<file path="config.mk">
export PLATFORM = sky130hd
export DESIGN_NAME = adc_spi_cfg
export DESIGN_NICKNAME = d
export VERILOG_FILES = /design/src/rtl/adc_spi_cfg.sv
export SDC_FILE = /design/constraint.sdc
export NUM_CORES = 1
export LEC_CHECK = 0
export ABC_CLOCK_PERIOD_IN_PS = 3500
export CAP_MARGIN = 20
export CELL_PAD_IN_SITES_DETAIL_PLACEMENT = 0
export CELL_PAD_IN_SITES_GLOBAL_PLACEMENT = 1
export CORE_MARGIN = 2
export CORE_UTILIZATION = 48
export DETAILED_ROUTE_END_ITERATION = 6
export PLACE_DENSITY = 0.91
export SKIP_CTS_REPAIR_TIMING = 1
export SYNTH_ARGS = -nofsm -noshare
export SYNTH_HDL_FRONTEND = slang
export SYNTH_SLANG_ARGS = --single-unit
</file>
<file path="constraint.sdc">
create_clock -name clk -period 3.5 [get_ports clk]
set_clock_uncertainty 0.15 [all_clocks]
set_input_delay 0.7 -clock clk [delete_from_list [all_inputs] [get_ports clk]]
set_output_delay 0.7 -clock clk [all_outputs]
set_load 0.1 [all_outputs]
</file>
<file path="src/rtl/adc_spi_cfg.sv">
// rtl/adc_spi_cfg.sv - LTC2151 serial-port configuration sequencer
//
// After reset it waits PWRUP_CYC clocks, writes the fixed register table
// (0x00<-0x80 soft reset, then 0x01..0x04 <- 0x00), then serves single
// host read/write frames through a req/ack handshake.
//
// Ports:
//   clk, rst_n                  system clock, asynchronous active-low reset
//   start                       pulse: rerun the init table (only honoured when idle)
//   host_req/rw/addr/wdata      host request, held until host_ack
//   host_ack, host_rdata        1-cycle completion pulse, read data valid with it
//   busy, init_done, cfg_err    status
//   ADC_nCS/SCK/SDI/SDO/PnS     ADC serial configuration port (PnS tied 0)
//
// Optional build macro ADC_CFG_VERIFY_EN: every init write except address 0x00
// is followed by a readback frame; a mismatch sets the sticky cfg_err.
module adc_spi_cfg #(
    parameter int CLK_DIV   = 4,
    parameter int PWRUP_CYC = 1000,
    parameter int GAP_CYC   = 8
) (
    input  logic       clk,
    input  logic       rst_n,
    input  logic       start,
    input  logic       host_req,
    input  logic       host_rw,
    input  logic [6:0] host_addr,
    input  logic [7:0] host_wdata,
    output logic       host_ack,
    output logic [7:0] host_rdata,
    output logic       busy,
    output logic       init_done,
    output logic       cfg_err,
    output logic       ADC_nCS,
    output logic       ADC_SCK,
    output logic       ADC_SDI,
    input  logic       ADC_SDO,
    output logic       ADC_PnS
);

    localparam int CW = $clog2(PWRUP_CYC + GAP_CYC) + 1;
    localparam int DW = $clog2(CLK_DIV) + 1;
    localparam logic [2:0] LAST_IDX = 3'd4;

    typedef enum logic [2:0] {
        PWRUP, INIT_LOAD, HOST_LOAD, SHIFT, GAP, IDLE
    } state_t;

    state_t        state;
    logic [CW-1:0] cnt;         // power-up and gap counter
    logic [DW-1:0] div;         // clk count inside one SCK half-period
    logic [5:0]    half;        // 0 lead-in, 1..32 bit halves (odd=low, even=high), 33 tail
    logic [2:0]    idx;         // init table index
    logic          vphase;      // current init frame is a readback
    logic          host_frame;
    logic          frame_rd;
    logic [15:0]   shreg;
    logic [7:0]    rx;

    // Register table: address equals index, only the soft reset carries data.
    function automatic logic [7:0] tbl_data(input logic [2:0] i);
        return (i == 3'd0) ? 8'h80 : 8'h00;
    endfunction

    assign ADC_PnS = 1'b0;

    always_ff @(posedge clk or negedge rst_n) begin
        if (!rst_n) begin
            state      <= PWRUP;
            cnt        <= '0;
            div        <= '0;
            half       <= '0;
            idx        <= '0;
            vphase     <= 1'b0;
            host_frame <= 1'b0;
            frame_rd   <= 1'b0;
            shreg      <= '0;
            rx         <= '0;
            host_ack   <= 1'b0;
            host_rdata <= '0;
            busy       <= 1'b1;
            init_done  <= 1'b0;
            cfg_err    <= 1'b0;
            ADC_nCS    <= 1'b1;
            ADC_SCK    <= 1'b0;
            ADC_SDI    <= 1'b0;
        end else begin
            host_ack <= 1'b0;
            case (state)
                PWRUP: begin
                    // Leaves one cycle early so nCS falls on clock PWRUP_CYC.
                    if (cnt == CW'(PWRUP_CYC - 2)) begin
                        cnt   <= '0;
                        state <= INIT_LOAD;
                    end else begin
                        cnt <= cnt + 1'b1;
                    end
                end
                INIT_LOAD: begin
                    shreg      <= {vphase, 4'b0000, idx, vphase ? 8'h00 : tbl_data(idx)};
                    host_frame <= 1'b0;
                    ADC_nCS    <= 1'b0;
                    div        <= '0;
                    half       <= '0;
                    state      <= SHIFT;
                end
                HOST_LOAD: begin
                    shreg      <= {host_rw, host_addr, host_rw ? 8'h00 : host_wdata};
                    host_frame <= 1'b1;
                    frame_rd   <= host_rw;
                    ADC_nCS    <= 1'b0;
                    div        <= '0;
                    half       <= '0;
                    state      <= SHIFT;
                end
                SHIFT: begin
                    if (div != DW'(CLK_DIV - 1)) begin
                        div <= div + 1'b1;
                    end else begin
                        div  <= '0;
                        half <= half + 6'd1;
                        if (half == 6'd33) begin
                            ADC_nCS <= 1'b1;
                            ADC_SDI <= 1'b0;
                            cnt     <= '0;
                            state   <= GAP;
                        end else if (half[0]) begin
                            ADC_SCK <= 1'b1;
                        end else begin
                            // End of lead-in or of a high phase: sample, drop SCK, next bit.
                            ADC_SCK <= 1'b0;
                            if (half != 6'd0) rx <= {rx[6:0], ADC_SDO};
                            if (half != 6'd32) begin
                                ADC_SDI <= shreg[15];
                                shreg   <= {shreg[14:0], 1'b0};
                            end
                        end
                    end
                end
                GAP: begin
                    if (cnt != CW'(GAP_CYC - 1)) begin
                        cnt <= cnt + 1'b1;
                    end else begin
                        cnt <= '0;
                        if (host_frame) begin
                            state    <= IDLE;
                            busy     <= 1'b0;
                            host_ack <= 1'b1;
                            if (frame_rd) host_rdata <= rx;
                        end else begin
`ifdef ADC_CFG_VERIFY_EN
                            if (vphase && rx != tbl_data(idx)) cfg_err <= 1'b1;
                            if (!vphase && idx != 3'd0) begin
                                vphase <= 1'b1;
                                state  <= INIT_LOAD;
                            end else
`endif
                            if (idx == LAST_IDX) begin
                                vphase    <= 1'b0;
                                init_done <= 1'b1;
                                busy      <= 1'b0;
                                state     <= IDLE;
                            end else begin
                                vphase <= 1'b0;
                                idx    <= idx + 3'd1;
                                state  <= INIT_LOAD;
                            end
                        end
                    end
                end
                IDLE: begin
                    if (start) begin
                        idx       <= '0;
                        vphase    <= 1'b0;
                        init_done <= 1'b0;
                        cfg_err   <= 1'b0;
                        busy      <= 1'b1;
                        state     <= INIT_LOAD;
                    end else if (host_req) begin
                        busy  <= 1'b1;
                        state <= HOST_LOAD;
                    end
                end
                default: state <= PWRUP;
            endcase
        end
    end

endmodule

</file>
==> reports/results.txt, run 1 <==
layout cells sized above 1 = 0.212
fin nets = 373
row cnt = 30
simple-gate area share of the yosys netlist = 0.147
fmax = 372 MHz
GRT Residual Overflow = 0
fin crit period = 2.69 ns
Distinct cells, synth = 54
slowest stage cell, crit path = and3_1
die height = 87.9 um
fillcell total = 565
crit-path max FO = 8
# setup viols final = 0
Inserted Clock Buffers = 9
vias in the first global route = 2451
initial antenna violation count = 0
vias per cell = 5.59
# diodes = 0
largest net degree at the start of global routing = 28
Max Root-Sink Buffers = 2
drt drc = 0
compound-gate portion of the synthesized area = 0.146
Placed Instance Area = 0.00375 mm^2
core area = 0.00679 mm^2
die area = 0.00772 mm^2
critical path type = reg2reg
WP data arrival = 2.77 ns
port bufs = 34
# Max-Cap Violations = 0
number of synthesized flops with an enable pin = 0
ys async rst share = 1.00
pwr/cell area = 404 mW/mm^2
Area Overhead vs Synth = 18.5%
final instance area = 0.00400 mm^2
Root Driver = clkbuf_8
first-pass GRT wire length = 11.8 mm
gr usage total = 0.200
largest family of logic cells by synthesized area = simple AND/OR/NAND/NOR gates
HP Class = in2async
Worst Setup End Kind = register
status = complete, no violations
DR iter-0 viols = 120
Post-Syn Area per Cell = 11.0 um^2
Routed Antenna Nets = 0
CP cell instances = ha_1 > or2b_2 > nor4b_4 > and3_1 > mux2_4
Worst Path Required = 3.59 ns
Synth Area in Adders = 0.0297
Worst slew margin = 0.314
synthesis-stage register bit count = 66
post-synthesis cell count = 307
Syn Std Cell Area = 0.00338 mm^2
ys flop type = dfrtp_1
register area share after synthesis = 0.490
mux contribution to synthesized area = 0.135
Clock Sinks = 66
max incr delay on CP = 0.56 ns
routability cong. = 0.810
Lkg Pwr = 1.81 nW
xor/xnor share of the synthesized area = 0.0130
RSZ-0062 raised after global routing = false
smallest hold slack = 0.140 ns
average routed wire per standard cell = 15.3 um
Crit path max-delay family = simple AND/OR/NAND/NOR gates
Worst Path Buf+Inv = 0
Setup TNS = 0 ns
Slew Viols, Final = 0
Worst-Skew Late Latency = 0.35 ns
Vias = 2486
Initial Util = 0.497
H-tree Lvls = 3
worst ir drop on vdd = 410 uV
worst-margin pin slew = 1.02 ns
synth warn = 0
Final HPWL DP = 4.78 mm
Clock transition at path regs = 0.08 ns
CTS tree = done
final wirelength = 6.80 mm
I/O pin count = 37
Fin. Hold Viols = 0
first-pass detailed-route iteration total = 4
CP Launch Type = register
Die Wd = 87.9 um
Tcrit/Tclk final = 0.768
sequential cells by signal, summed over array words and instances, names as in the netlist:
signal and flops:
shreg 16, cnt 11, host_rdata 8, rx 8, half 6, div 3, idx 3, state 3
ADC_SCK 1, ADC_SDI 1, ADC_nCS 1, busy 1, frame_rd 1, host_ack 1, host_frame 1, init_done 1
per-layer routing:
metal  track usage  share of wire
met3        0.0490          0.044
met4        0.0797          0.018
met5             0              0
met2         0.309           0.46
met1         0.273           0.47
path summary, 6_finish.rpt:
check                          start            end  slack (ns)  depth (start not counted)
setup / recovery              cnt[0]  host_rdata[2]        0.81                          5
min in group clk           shreg[12]      shreg[12]        0.35                          1
max in group asynchronous      rst_n         cnt[0]        2.34                          2
hold / removal                 rst_n        half[0]        0.14                          1
setup reg to reg              cnt[0]  host_rdata[2]        0.81                          5
hold reg to reg            shreg[12]      shreg[12]        0.35                          1
logic make-up after synthesis:
family	Yosys count
AOI/OAI and AO/OA	70
DFF	66
and+or+nand+nor	91
buffers and inverters	27
muxes	39
adders and majority gates	8
other	1
xor gates and xnor gates	5
cells in the mapped netlist, drive strengths merged, types with 3 or more instances:
master   count  share of area
dfrtp       64           0.47
mux2        28           0.10
nand2       21          0.023
nor2        19          0.021
o21ai       18          0.027
nand3       15          0.022
inv         14          0.016
mux2i       11          0.033
a22o         9          0.023
nor3         9          0.013
ha           8          0.030
clkbuf       7         0.0082
a21oi        6         0.0089
a31oi        6          0.011
and2         6          0.011
buf          6          0.014
o22ai        5         0.0093
o2bb2ai      5          0.013
a41oi        4          0.010
o31ai        4         0.0089
a21o         3         0.0067
nand2b       3         0.0056
nand3b       3         0.0067
nor4b        3          0.014
xnor2        3         0.0078
layout make-up:
cell class / count / area [um^2] / area share
sequential: 66 / 1650 / 0.413
multi-input combinational: 215 / 1600 / 0.399
timing repair buffer: 38 / 330 / 0.0826
clock buffer: 9 / 124 / 0.0310
clock inverter: 7 / 124 / 0.0310
tap: 96 / 120 / 0.0300
inverter: 14 / 52.6 / 0.0131
cells in the final DEF, fill, tap and decap left out, types with 11 or more instances in the layout:
cell / synthesis / routed
mux2i_1: 11 / 11
nor2_1: 19 / 19
nand3_1: 15 / 15
inv_1: 14 / 14
o21ai_0: 17 / 17
mux2_2: 20 / 20
dfrtp_1: 64 / 64
clkdlybuf4s50_1: 0 / 19
nand2_1: 21 / 21
buf_4: 3 / 18
report_power, final:
group | switching [W] | total (W) | internal (W)
sequential | 0.00000232 | 0.000767 | 0.000765
combinational | 0.0000290 | 0.0000518 | 0.0000228
clock | 0.000319 | 0.000798 | 0.000479
through the flow:
stage               worst slack, ns  total power (W)  utilization  instances
finish                        0.813          0.00162        0.589        445
global route                  0.660          0.00167        0.589        445
CTS                           0.807          0.00163        0.589        445
detailed placement            0.818         0.000835        0.552        429
global placement              0.896         0.000835        0.552        429
floorplan                      1.24         0.000796            -        308
(Power assumes the default switching activity.)
==> inputs of run 2 (changes only) <==
--- a/config.mk
+++ b/config.mk
@@ -5,14 +5,14 @@
 export SDC_FILE = /design/constraint.sdc
 export NUM_CORES = 1
 export LEC_CHECK = 0
-export ABC_CLOCK_PERIOD_IN_PS = 3500
+export ABC_CLOCK_PERIOD_IN_PS = 2600
 export CAP_MARGIN = 20
 export CELL_PAD_IN_SITES_DETAIL_PLACEMENT = 0
 export CELL_PAD_IN_SITES_GLOBAL_PLACEMENT = 1
 export CORE_MARGIN = 2
-export CORE_UTILIZATION = 48
+export CORE_UTILIZATION = 45
 export DETAILED_ROUTE_END_ITERATION = 6
-export PLACE_DENSITY = 0.91
+export PLACE_DENSITY = 0.87
 export SKIP_CTS_REPAIR_TIMING = 1
 export SYNTH_ARGS = -nofsm -noshare
 export SYNTH_HDL_FRONTEND = slang
==> constraint.sdc (replaced) <==
create_clock -name clk -period 2.6 [get_ports clk]
set_clock_uncertainty 0.15 [all_clocks]
set_input_delay 0.52 -clock clk [delete_from_list [all_inputs] [get_ports clk]]
set_output_delay 0.52 -clock clk [all_outputs]
set_load 0.1 [all_outputs]
==> run 2 against run 1 <==
  * Maximum frequency is 16% higher
  * Sequential share of layout area is 0.95 points lower
  * Via count is 0.88% higher
  * Final cell count is 2.9% higher
  * Non-clock buffer count is 10 higher
  * Critical endpoint is now host_rdata[6]
==> reports/results.txt, run 2 (synthesis gave the netlist of run 1 again) <==
die height = 90.6 um
FF-to-FF path depth = 6
layout cells sized above 1 = 0.234
crit-path max FO = 8
routability cong. = 0.799
FF-to-FF Start = cnt[0]
fin crit period = 2.32 ns
status = complete, no violations
Worst-Skew Late Latency = 0.35 ns
Worst Path Required = 2.67 ns
fin nets = 383
RR Endpoint = host_rdata[6]
Setup TNS = 0 ns
CTS tree = done
CP cell instances = ha_1 > or2b_2 > nor4b_4 > and3_1 > buf_4 > mux2_4
Worst slew margin = 0.473
DR iter-0 viols = 172
worst-margin pin slew = 0.784 ns
critical path type = reg2reg
first-pass GRT wire length = 11.9 mm
vias in the first global route = 2499
Lkg Pwr = 1.86 nW
Max Root-Sink Buffers = 2
Root Driver = clkbuf_8
Fin. Hold Viols = 0
Area Overhead vs Synth = 21.3%
Vias = 2508
DP Cell Count = 442
# setup viols final = 0
row cnt = 31
gr usage total = 0.179
first-pass detailed-route iteration total = 4
Routed Antenna Nets = 0
Die Wd = 90.6 um
WP data arrival = 2.39 ns
final non-filler cell total = 458
Tcrit/Tclk final = 0.891
pwr/cell area = 530 mW/mm^2
most frequent cells in the layout = 64 x dfrtp_1, 27 x buf_4, 21 x nand2_1
Top reg by flops = shreg
vias per cell = 5.48
average routed wire per standard cell = 14.4 um
CP Launch Type = register
HP Class = in2async
I/O pin count = 37
core area = 0.00725 mm^2
Initial Util = 0.465
R2R setup slack = 0.28 ns
Inserted Clock Buffers = 9
worst ir drop on vdd = 239 uV
largest net degree at the start of global routing = 67
max reg flops = 16
Clock transition at path regs = 0.07 ns
drt drc = 0
Slew Viols, Final = 0
# Max-Cap Violations = 0
Largest regs = shreg x16, cnt x11
most common cell after layout, fill and taps aside = dfrtp_1
max incr delay on CP = 0.42 ns
# diodes = 0
fmax = 432 MHz
RSZ-0062 raised after global routing = false
Worst Path Buf+Inv = 1
slowest stage cell, crit path = dfrtp_1
port bufs = 34
die area = 0.00821 mm^2
Worst Setup End Kind = register
Crit path max-delay family = simple AND/OR/NAND/NOR gates
Clock Sinks = 66
Final HPWL DP = 4.62 mm
GRT Residual Overflow = 0
H-tree Lvls = 3
final wirelength = 6.59 mm
initial antenna violation count = 0
run 2: worst max-delay path by stage:
stage / start / end / cells after the start
after global placement: cnt[0] / cnt[8] / 6
after global routing: half[3] / shreg[8] / 6
after detailed placement: cnt[0] / host_rdata[2] / 6
final: cnt[0] / host_rdata[6] / 6
after floorplan: cnt[0] / host_rdata[0] / 6
after CTS: cnt[0] / host_rdata[6] / 6
run 2: metal layers:
layer	global-route usage	share of wire	vias to the layer above
met5	0	0	-
met3	0.0451	0.034	10
met2	0.271	0.46	49
met4	0.0654	0.017	0
li1	-	-	1219
met1	0.249	0.49	1230
run 2: power breakdown:
group,switching (W),internal (W),total (W)
registers,0.00000285,0.00103,0.00103
logic,0.0000393,0.0000320,0.0000713
clock network,0.000401,0.000666,0.00107
total,0.000443,0.00173,0.00217
run 2: per-stage QoR:
step	utilization	worst slack [ns]	total power (W)	hold slack, ns	area [um^2]
final	0.565	0.284	0.00217	0.0228	4100
after global routing	0.565	0.179	0.00226	0.0582	4100
after CTS	0.565	0.277	0.00220	0.0380	4100
after detailed placement	0.530	0.294	0.00113	0.330	3840
after global placement	0.530	0.304	0.00112	0.322	3840
after floorplan	-	0.335	0.00107	0.0744	3380
run 2: layout make-up:
class	instances	area, um^2
fillers	616	3160
clock buffers	10	138
inverters	14	52.6
clock inverters	6	113
well taps	99	124
flip-flops and latches	66	1650
multi-input cells	215	1600
repair buffers	48	418
==> inputs of run 3 (changes only) <==
--- a/config.mk
+++ b/config.mk
@@ -5,14 +5,15 @@
 export SDC_FILE = /design/constraint.sdc
 export NUM_CORES = 1
 export LEC_CHECK = 0
-export ABC_CLOCK_PERIOD_IN_PS = 2600
+export ABC_CLOCK_PERIOD_IN_PS = 2770
 export CAP_MARGIN = 20
 export CELL_PAD_IN_SITES_DETAIL_PLACEMENT = 0
 export CELL_PAD_IN_SITES_GLOBAL_PLACEMENT = 1
 export CORE_MARGIN = 2
-export CORE_UTILIZATION = 45
+export CORE_UTILIZATION = 48
+export CTS_CLUSTER_DIAMETER = 150
 export DETAILED_ROUTE_END_ITERATION = 6
-export PLACE_DENSITY = 0.87
+export PLACE_DENSITY = 0.91
 export SKIP_CTS_REPAIR_TIMING = 1
 export SYNTH_ARGS = -nofsm -noshare
 export SYNTH_HDL_FRONTEND = slang
==> constraint.sdc (replaced) <==
create_clock -name clk -period 2.77 [get_ports clk]
set_clock_uncertainty 0.15 [all_clocks]
set_input_delay 0.554 -clock clk [delete_from_list [all_inputs] [get_ports clk]]
set_output_delay 0.554 -clock clk [all_outputs]
set_load 0.1 [all_outputs]
==> run 3 against run 2 <==
  * Core utilization increased by 2.4 points
  * Sequential cell count unchanged
  * Global-route usage increased by 2.1 points
  * Worst hold slack got worse by 0.0034 ns
  * Count of clock-buffer cells in the layout decreased by 1
  * Critical path type unchanged
  * Critical endpoint is now host_rdata[0]
  * Highest routed layer unchanged
==> reports/results.txt, run 3 (synthesis gave the netlist of run 1 again) <==
largest net degree at the start of global routing = 30
storage element area = 0.00165 mm^2
DP Cell Count = 436
worst-margin pin slew = 0.913 ns
fin nets = 380
first-pass detailed-route iteration total = 4
GR Util met1 = 0.282
routability cong. = 0.885
GR Util met3 = 0.0349
WP data arrival = 2.43 ns
I/O pin count = 37
RSZ-0062 raised after global routing = false
Worst slew margin = 0.384
vias per cell = 5.55
Top reg by flops = shreg
gr usage total = 0.200
CTS tree = done
layout cells sized above 1 = 0.228
Setup TNS = 0 ns
gr busiest metal = met2
Initial Util = 0.497
Max Root-Sink Buffers = 2
initial antenna violation count = 0
Routed Antenna Nets = 0
Lkg Pwr = 1.82 nW
pwr/cell area = 461 mW/mm^2
DR iter-0 viols = 180
H-tree Lvls = 3
Clock transition at path regs = 0.08 ns
fillcell total = 561
multi-input logic area = 0.00160 mm^2
Final HPWL DP = 4.92 mm
drt drc = 0
crit-path max FO = 14
# diodes = 0
die area = 0.00772 mm^2
Worst Path Required = 2.85 ns
Vias = 2510
fin crit period = 2.36 ns
Root Driver = clkbuf_8
Largest regs = shreg x16, cnt x11
Worst Setup End Kind = register
Die Wd = 87.9 um
vias in the first global route = 2508
first-pass GRT wire length = 12.0 mm
CP Launch Type = register
row cnt = 30
most common cell after layout, fill and taps aside = dfrtp_1
worst ir drop on vdd = 298 uV
Clock Sinks = 66
Inserted Clock Buffers = 9
FF-to-FF path depth = 5
final wirelength = 6.98 mm
# setup viols final = 0
HP Class = in2async
Slew Viols, Final = 0
Worst-Skew Late Latency = 0.34 ns
max reg flops = 16
status = complete, no violations
# Max-Cap Violations = 0
average routed wire per standard cell = 15.4 um
core area = 0.00679 mm^2
port bufs = 34
Fin. Hold Viols = 0
Tcrit/Tclk final = 0.851
Area Overhead vs Synth = 18.5%
final non-filler cell total = 452
most frequent cells in the layout = 64 x dfrtp_1, 25 x buf_4, 21 x nand2_1
die height = 87.9 um
critical path type = reg2reg
global routing met2 resource utilization = 0.312
fmax = 424 MHz
GRT Residual Overflow = 0
run 3: cell types whose count changed in the layout (fill, tap and decap cells not counted):
cell / change
clkinvlp_4: +1
clkbuf_8: -1
buf_12: -1
inv_6: -1
clkinv_2: +2
buf_4: -2
bufinv_16: -2
clkinv_4: +1
run 3: final cells by class:
type | instances | share of cell area
clock buffer | 9 | 0.0310
clock inverter | 7 | 0.0175
inverter | 14 | 0.0131
multi-input combinational | 215 | 0.399
sequential | 66 | 0.414
tap | 96 | 0.0300
timing repair buffer | 45 | 0.0957
run 3: power breakdown:
group	switching, W	internal [W]
logic	0.0000373	0.0000288
registers	0.00000276	0.000967
clock network	0.000394	0.000414
run 3: worst max-delay path, stage by stage, from the launching register on:
cell	delay (ns)
dfrtp_1	0.58
or3b_4	0.47
nor4b_4	0.31
and3_1	0.21
buf_4	0.20
mux2_4	0.32
run 3: final timing paths:
check                      startpoint            end  slack [ns]
max                          state[2]  host_rdata[0]        0.41
min                             rst_n        half[0]        0.02
max reg2reg                  state[2]  host_rdata[0]        0.41
max in group asynchronous       rst_n         div[1]        1.70
min reg2reg                 shreg[13]      shreg[13]        0.34
min in group clk            shreg[13]      shreg[13]        0.34
run 3: per-stage QoR:
stage	hold slack, ns	setup slack (ns)	utilization	total power, W	instance area (um^2)
after floorplan	0.108	0.505	-	0.00101	3380
after global placement	0.323	0.486	0.560	0.00105	3810
after detailed placement	0.324	0.443	0.560	0.00106	3810
after CTS	0.0382	0.411	0.589	0.00185	4000
after global routing	0.0597	0.275	0.589	0.00191	4000
final	0.0194	0.412	0.589	0.00184	4000
run 3: layer usage:
metal / vias to the layer above / routed length, um
li1: 1203 / -
met1: 1254 / 3420
met2: 43 / 3260
met3: 10 / 234
met4: 0 / 72
met5: - / 0
